[src/rtl/haraka_feeder.sv]
// Haraka-512 host front end: gathers a 512-bit block from a 64-bit stream, sequences the core,
// and returns a 256-bit truncated digest as four 64-bit words. Optional macro: HARAKA_FEEDFWD_EN.
module haraka_feeder #(
  parameter int unsigned TIMEOUT = 16
) (
  input  logic         clk,
  input  logic         reset,
  input  logic [63:0]  s_data,
  input  logic         s_valid,
  output logic         s_ready,
  output logic [63:0]  m_data,
  output logic         m_valid,
  input  logic         m_ready,
  output logic [511:0] core_in,
  output logic         core_start,
  input  logic [511:0] core_out,
  input  logic         core_done,
  output logic         busy,
  output logic         err
);

  localparam int unsigned WORD_W = 64;
  localparam int unsigned LANES  = 8;
  localparam int unsigned TCNT_W = 8;

  typedef enum logic [1:0] {ST_LOAD, ST_RUN, ST_WAIT, ST_DRAIN} state_e;

  state_e                          state_q, state_d;
  logic [LANES-1:0][WORD_W-1:0]    blk_q, blk_d;
  logic [2:0]                      wcnt_q, wcnt_d;
  logic [1:0]                      dcnt_q, dcnt_d;
  logic [TCNT_W-1:0]               tcnt_q, tcnt_d;
  logic [2:0][WORD_W-1:0]          dig_q, dig_d;
  logic [WORD_W-1:0]               m_data_q, m_data_d;
  logic                            start_q, start_d;
  logic                            err_q, err_d;
  logic [LANES-1:0][WORD_W-1:0]    res_c;
  logic                            unused_res_c;

`ifdef HARAKA_FEEDFWD_EN
  assign res_c = core_out ^ blk_q;
`else
  assign res_c = core_out;
`endif

  // Digest keeps lanes 1,3,4,6 only; the remaining lanes are dropped by truncation.
  assign unused_res_c = ^{res_c[0], res_c[2], res_c[5], res_c[7]};

  always_ff @(posedge clk or negedge reset) begin
    if (!reset) begin
      state_q  <= ST_LOAD;
      blk_q    <= '0;
      wcnt_q   <= '0;
      dcnt_q   <= '0;
      tcnt_q   <= '0;
      dig_q    <= '0;
      m_data_q <= '0;
      start_q  <= 1'b0;
      err_q    <= 1'b0;
    end else begin
      state_q  <= state_d;
      blk_q    <= blk_d;
      wcnt_q   <= wcnt_d;
      dcnt_q   <= dcnt_d;
      tcnt_q   <= tcnt_d;
      dig_q    <= dig_d;
      m_data_q <= m_data_d;
      start_q  <= start_d;
      err_q    <= err_d;
    end
  end

  always_comb begin
    state_d  = state_q;
    blk_d    = blk_q;
    wcnt_d   = wcnt_q;
    dcnt_d   = dcnt_q;
    tcnt_d   = tcnt_q;
    dig_d    = dig_q;
    m_data_d = m_data_q;
    start_d  = 1'b0;
    err_d    = err_q;
    unique case (state_q)
      ST_LOAD: begin
        if (s_valid) begin
          blk_d[wcnt_q] = s_data;
          wcnt_d        = wcnt_q + 3'd1;
          if (wcnt_q == 3'd7) begin
            state_d = ST_RUN;
            start_d = 1'b1;
          end
        end
      end
      ST_RUN: begin
        tcnt_d  = '0;
        state_d = ST_WAIT;
      end
      ST_WAIT: begin
        tcnt_d = tcnt_q + TCNT_W'(1);
        if (core_done) begin
          // First digest word goes straight to the output register so it is valid next cycle.
          m_data_d = res_c[1];
          dig_d    = {res_c[6], res_c[4], res_c[3]};
          dcnt_d   = '0;
          state_d  = ST_DRAIN;
        end else if (tcnt_q == TCNT_W'(TIMEOUT - 1)) begin
          err_d   = 1'b1;
          state_d = ST_LOAD;
        end
      end
      ST_DRAIN: begin
        if (m_ready) begin
          dcnt_d   = dcnt_q + 2'd1;
          m_data_d = dig_q[0];
          dig_d    = {WORD_W'(0), dig_q[2:1]};
          if (dcnt_q == 2'd3) begin
            state_d = ST_LOAD;
          end
        end
      end
      default: state_d = ST_LOAD;
    endcase
  end

  assign s_ready    = (state_q == ST_LOAD);
  assign m_valid    = (state_q == ST_DRAIN);
  assign busy       = (state_q != ST_LOAD);
  assign m_data     = m_data_q;
  assign core_in    = blk_q;
  assign core_start = start_q;
  assign err        = err_q;

endmodule

[config.mk]
export PLATFORM = sky130hd
export DESIGN_NAME = haraka_feeder
export DESIGN_NICKNAME = d
export VERILOG_FILES = /design/src/rtl/haraka_feeder.sv
export SDC_FILE = /design/constraint.sdc
export NUM_CORES = 1
export LEC_CHECK = 0
export CORE_AREA = 5 5 451 453
export DETAILED_ROUTE_END_ITERATION = 8
export DIE_AREA = 0 0 456 458
export PLACE_DENSITY_LB_ADDON = 0.15
export REMOVE_ABC_BUFFERS = 1
export SETUP_SLACK_MARGIN = 0.2
export SYNTH_ARGS = -nofsm -noshare
export SYNTH_HDL_FRONTEND = slang
export SYNTH_SLANG_ARGS = --single-unit
[constraint.sdc]
create_clock -name clk -period 4.8 [get_ports clk]
set_input_delay 0.48 -clock clk [delete_from_list [all_inputs] [get_ports clk]]
set_output_delay 0.48 -clock clk [all_outputs]
set_load 0.03 [all_outputs]
### Word-level counts from Yosys, hierarchy flattened

Cells that the tools add are included.

* add/sub/neg operators: 3
* $lt $le $gt $ge: 2
* equal/unequal tests: 12
* multiplexer cells: 23
* bitwise logic cells: 1
* reduce and logical (&&, ||, !) cells: 9

Operators with widths (count)
* bitwise mux 512 bit: 1
* two-way mux 192 bit: 2
* one-hot mux 192 bit (2 select lines): 1
* demux 64 bit (select 3 bit): 1
* two-way mux 64 bit: 3
* one-hot mux 64 bit (2 select lines): 1
* two-way mux 2 bit: 8
* one-hot mux 8 bit (2 select lines): 1
* adder 8 x 1 -> 8 bit, second input constant: 1
* equality test 8 x 4 -> 1 bit, second input constant: 1
* one-hot mux 2 bit (4 select lines): 1
* equality test 2 bit, second input constant: 3
* != test 2 x 1 -> 1 bit, second input constant: 3
* AND reduction 3 bit: 2
* nonzero test 2 bit: 3
* AND reduction 5 bit: 1
* less-than comparator 3 x 4 -> 1 bit, second input constant: 1
* != test 2 bit, second input constant: 2
* one-hot mux 2 bit (2 select lines): 1
* adder 3 x 1 -> 3 bit, second input constant: 1
* equality test 3 bit, second input constant: 1
* >= comparator 3 x 1 -> 1 bit, second input constant: 1
* two-way mux 1 bit: 3
* != test 3 bit, second input constant: 1
* other kinds (6): 6

* register bits after elaboration: 785
* input port bits: 581
* output and inout port bits: 581
* word-level logic and storage cells: 68

### Longest topological paths before layout

* depth in word-level cells: 5
* gate-level depth with buffers: 10
* mapped depth without buffers: 6

### Least setup slack after synthesis

No wires, ideal clock.

* kind: flip-flop to flip-flop
* start point: reg state_q[1]
* end point: reg blk_q, in the netlist core_in[100]
* library setup time: 125 ps
* arrival: 2163 ps
* slack: 2512 ps
* cell stages (with the launch flop): 7
* clock period less this slack: 2288 ps
* cell sequence: dfrtp_1 inv_1 ha_1 nand2b_1 nor3_4 buf_4 mux2_2

* cells in the longest elaborated chain, start to end: 2

Ends and longest elaborated chain
* from (decl): RTL line 28 `state_e state_q, state_d;`
* from (signal assigned): RTL line 61 `state_q <= state_d;`
* zero test 2 bit
* net s_ready: RTL line 10 `output logic s_ready,`
* AND reduction 2 bit (no source line)
* to (signal assigned): RTL line 62 `blk_q <= blk_d;`
* to (decl): RTL line 29 `logic [LANES-1:0][WORD_W-1:0] blk_q, blk_d;`

The timed path passes the listed nets, and every way through them passes these cells.
A chain may end at the register's enable or synchronous reset.

### Worst setup path after layout

* start point: reg state_q[1]
* end point: out busy

* cells in the longest elaborated chain, start to end: 1

Ends and longest elaborated chain
* nonzero test 2 bit: RTL line 127 `assign busy = (state_q != ST_LOAD);`
* to (decl): RTL line 18 `output logic busy,`

Every way passes these cells.

==> flow_metrics.py <==
metrics = {
    "outcome": {
        "status": "finished clean",
    },
    "clocking": {
        "numCtsBuffers": 101,
        "root_buffer": "clkbuf_16",
        "insertion_delay_ns": 0.74,
        "clockBufferDepth": 3,
        "path_clk_slew_ns": 0.06,
        "cts-htree-levels": 3,
        "cts.sinks": 785,
        "cts_tree": "done",
        "cts_resized": 0,
        "post_cts_buffers": 0,
        "cts-hold-fix-buffers": 1,
    },
    "timing": {
        "layout_setup_ws_ns": 1.73,
        "rsz0062_at_grt": "false",
        "slew_violations": 0,
        "max_freq_ghz": 0.325,
        "finalSetupViolCount": 0,
        "worst_slew_pin_slew_ns": 0.883,
        "finalHoldViolCount": 0,
        "maxSlewHeadroom": 0.395,
        "period_share": 0.640,
        "fin_skew_ns": 0.0380,
        "setup-tns-final_ns": 0,
        "hold_ws_ns": 0.313,
        "finalCriticalPeriod_ns": 3.07,
    },
    "power": {
        "power_frac_clock": 0.229,
        "switching_power_w": 0.0140,
        "power_frac_seq": 0.314,
        "total_power_w": 0.0345,
        "p_sw_frac": 0.408,
        "vdd_drop_max_mv": 0.526,
        "leakage_nw": 19.7,
        "p_int_w": 0.0204,
        "p_comb_frac": 0.457,
        "p_per_area_mw_per_mm2": 738,
    },
    "die": {
        "ios": 1162,
        "die_y_um": 458,
        "die_area_mm2": 0.209,
        "die_w_um": 456,
        "start_util": 0.155,
        "core_mm2": 0.199,
        "rows": 164,
    },
    "routing": {
        "viasPerCell": 3.62,
        "ant_nets": 0,
        "wirelength_um": 137000,
        "drtIter0Drc": 895,
        "drc": 0,
        "vias": 21100,
        "dr.pass1.iters": 4,
        "wire_per_inst_um": 23.5,
    },
    "logic_synthesis": {
        "yosysWarnings": 0,
        "synth_top_cell_by_area": "dfrtp_1",
        "synth_cell_types": 37,
        "syn_avg_cell_area_um2": 14.3,
        "ys_seq_area_frac": 0.636,
        "synthTopCellsByArea": "dfrtp_1 64%, mux2_2 18%, mux2i_1 6.3%",
        "netlist_instances": 2152,
        "ys_seq_elements": 785,
        "synth_top_area_share": 0.636,
        "syn_area_mm2": 0.0309,
    },
    "grt": {
        "grt_use_total": 0.128,
        "antenna_found_initial": 53,
        "grt_max_degree": 189,
        "grt-ovfl-total": 0,
        "grt_pass1_vias": 22400,
        "grt_pass1_wl_um": 190000,
    },
    "place": {
        "hpwl_um": 99700,
        "pre_cts_slack_ns": 1.64,
        "gp_congestion": 0.732,
        "io_buffers": 905,
    },
    "worst_setup_path": {
        "setup.worst_path.class": "register to output pin",
        "start_kind": "register",
        "crit_path_max_incr_delay_ns": 0.83,
        "cpMostUsedCell": "inv_1",
        "worstPathRequired_ns": 4.32,
        "crit_path_top_delay_cell": "clkdlybuf4s50_1",
        "crit_chain": "inv_1 -> ha_1 -> inv_1 -> clkdlybuf4s50_1",
        "end_kind": "output pin",
        "cp.arrival_ns": 2.59,
        "crit_fanout": 8,
    },
    "final_layout": {
        "nets": 3665,
        "final_common_cell": "clkdlybuf4s50_1",
        "layout_common_cells": "904 x clkdlybuf4s50_1, 785 x dfrtp_1, 505 x mux2_2",
        "drive_gt1_frac": 0.227,
        "syn2layout_area_growth_pct": 51.1,
    },
    "job": {
        "maxCapViolCount": 0,
    },
    "hold_path": {
        "min-delay-path-class": "primary input to async pin",
    },
}
## worst paths after layout
kind | slack, ns | from | endpoint | cells after the start
setup / recovery | 1.73 | state_q[1] | busy | 4
hold / removal | 0.31 | reset | core_in[370] | 2
setup reg to reg | 1.91 | state_q[1] | core_in[286] | 6
hold reg to reg | 0.48 | dig_q[100] | dig_q[100] | 2
max in group asynchronous | 3.15 | reset | err | 3
min in group clk | 0.35 | core_out[428] | dig_q[172] | 2
## critical path, delay by kind of cell, from the launching register on
kind | cells | cell delay (ns)
fa+ha+maj | 1 | 0.34
buf+inv | 3 | 1.06
flops | 1 | 0.46
## cells by family after synthesis
group                      after synthesis  synth area share
adders and majority gates                7           0.00284
buffers and inverters                  134            0.0239
xor gates and xnor gates                 2          0.000567
and+or+nand+nor                        241            0.0323
AOI/OAI and AO/OA                      274            0.0535
muxes                                  709             0.251
DFF                                    785             0.636
## synth_stat cells
master     instances
nand3_2            1
mux2i_1          194
a22oi_1            1
nor3_4             2
nand3_1            7
a32oi_1            1
nor3_1             3
nand3b_1           2
nor2_1             5
nand2b_1           4
xnor2_1            2
a21oi_1            3
mux2_2           505
buf_1              1
nor3b_1            1
nor2_2             4
dfrtp_1          785
nand2_1          206
buf_6             12
a32o_1             1
nor4b_1            1
o2bb2ai_1          3
mux2_1            10
o21ai_0          197
clkbuf_1          40
o21bai_1           1
buf_4             21
inv_1              7
a22o_1            65
o211a_1            1
nor4_1             1
o211ai_2           1
buf_2             53
ha_1               7
and3_1             2
and2_1             1
or3_1              1
## through the flow
| step | util | cells | instance area, µm² |
|---|---|---|---|
| global route | 0.235 | 5815 | 46600 |
| finish | 0.235 | 5828 | 46700 |
| detailed placement | 0.217 | 5629 | 43200 |
| floorplan | - | 2025 | 30200 |
| CTS | 0.235 | 5812 | 46600 |
| global placement | 0.217 | 5629 | 43200 |
## metal layers
layer	global-route usage	part of all wire	up-vias
met1	0.148	0.40	10700
met3	0.0492	0.078	231
met5	0	0.0024	-
met2	0.215	0.49	609
met4	0.0457	0.033	52
li1	-	-	9508
## sequential cells by signal, summed over array words and instances, names as in the netlist, 2 cells and up
signal,cells
core_in,512
m_data,64
wcnt_q,3
tcnt_q,8
dig_q,192
state_q,2
dcnt_q,2
## cell type report
| class | count | area [µm²] |
|---|---|---|
| diodes | 16 | 40.0 |
| clock buffers | 157 | 3060 |
| clock inverters | 25 | 384 |
| fillers | 21100 | 152000 |
| inverters | 7 | 26.3 |
| multi-input cells | 1233 | 10600 |
| flip-flops and latches | 785 | 19600 |
| well taps | 2656 | 3320 |
| repair buffers | 949 | 9630 |
## power groups by stage
stage	registers, W	clock network (W)	logic (W)
6_report	0.0108	0.00788	0.0158
5_1_grt	0.0112	0.00849	0.0167
4_1_cts	0.0109	0.00827	0.0161
3_5_place_dp	0.0109	0	0.0161
3_3_place_gp	0.0109	0	0.0161
2_1_floorplan	0.0150	0	0.00495
Note: power is estimated with default switching activity, not from simulation.
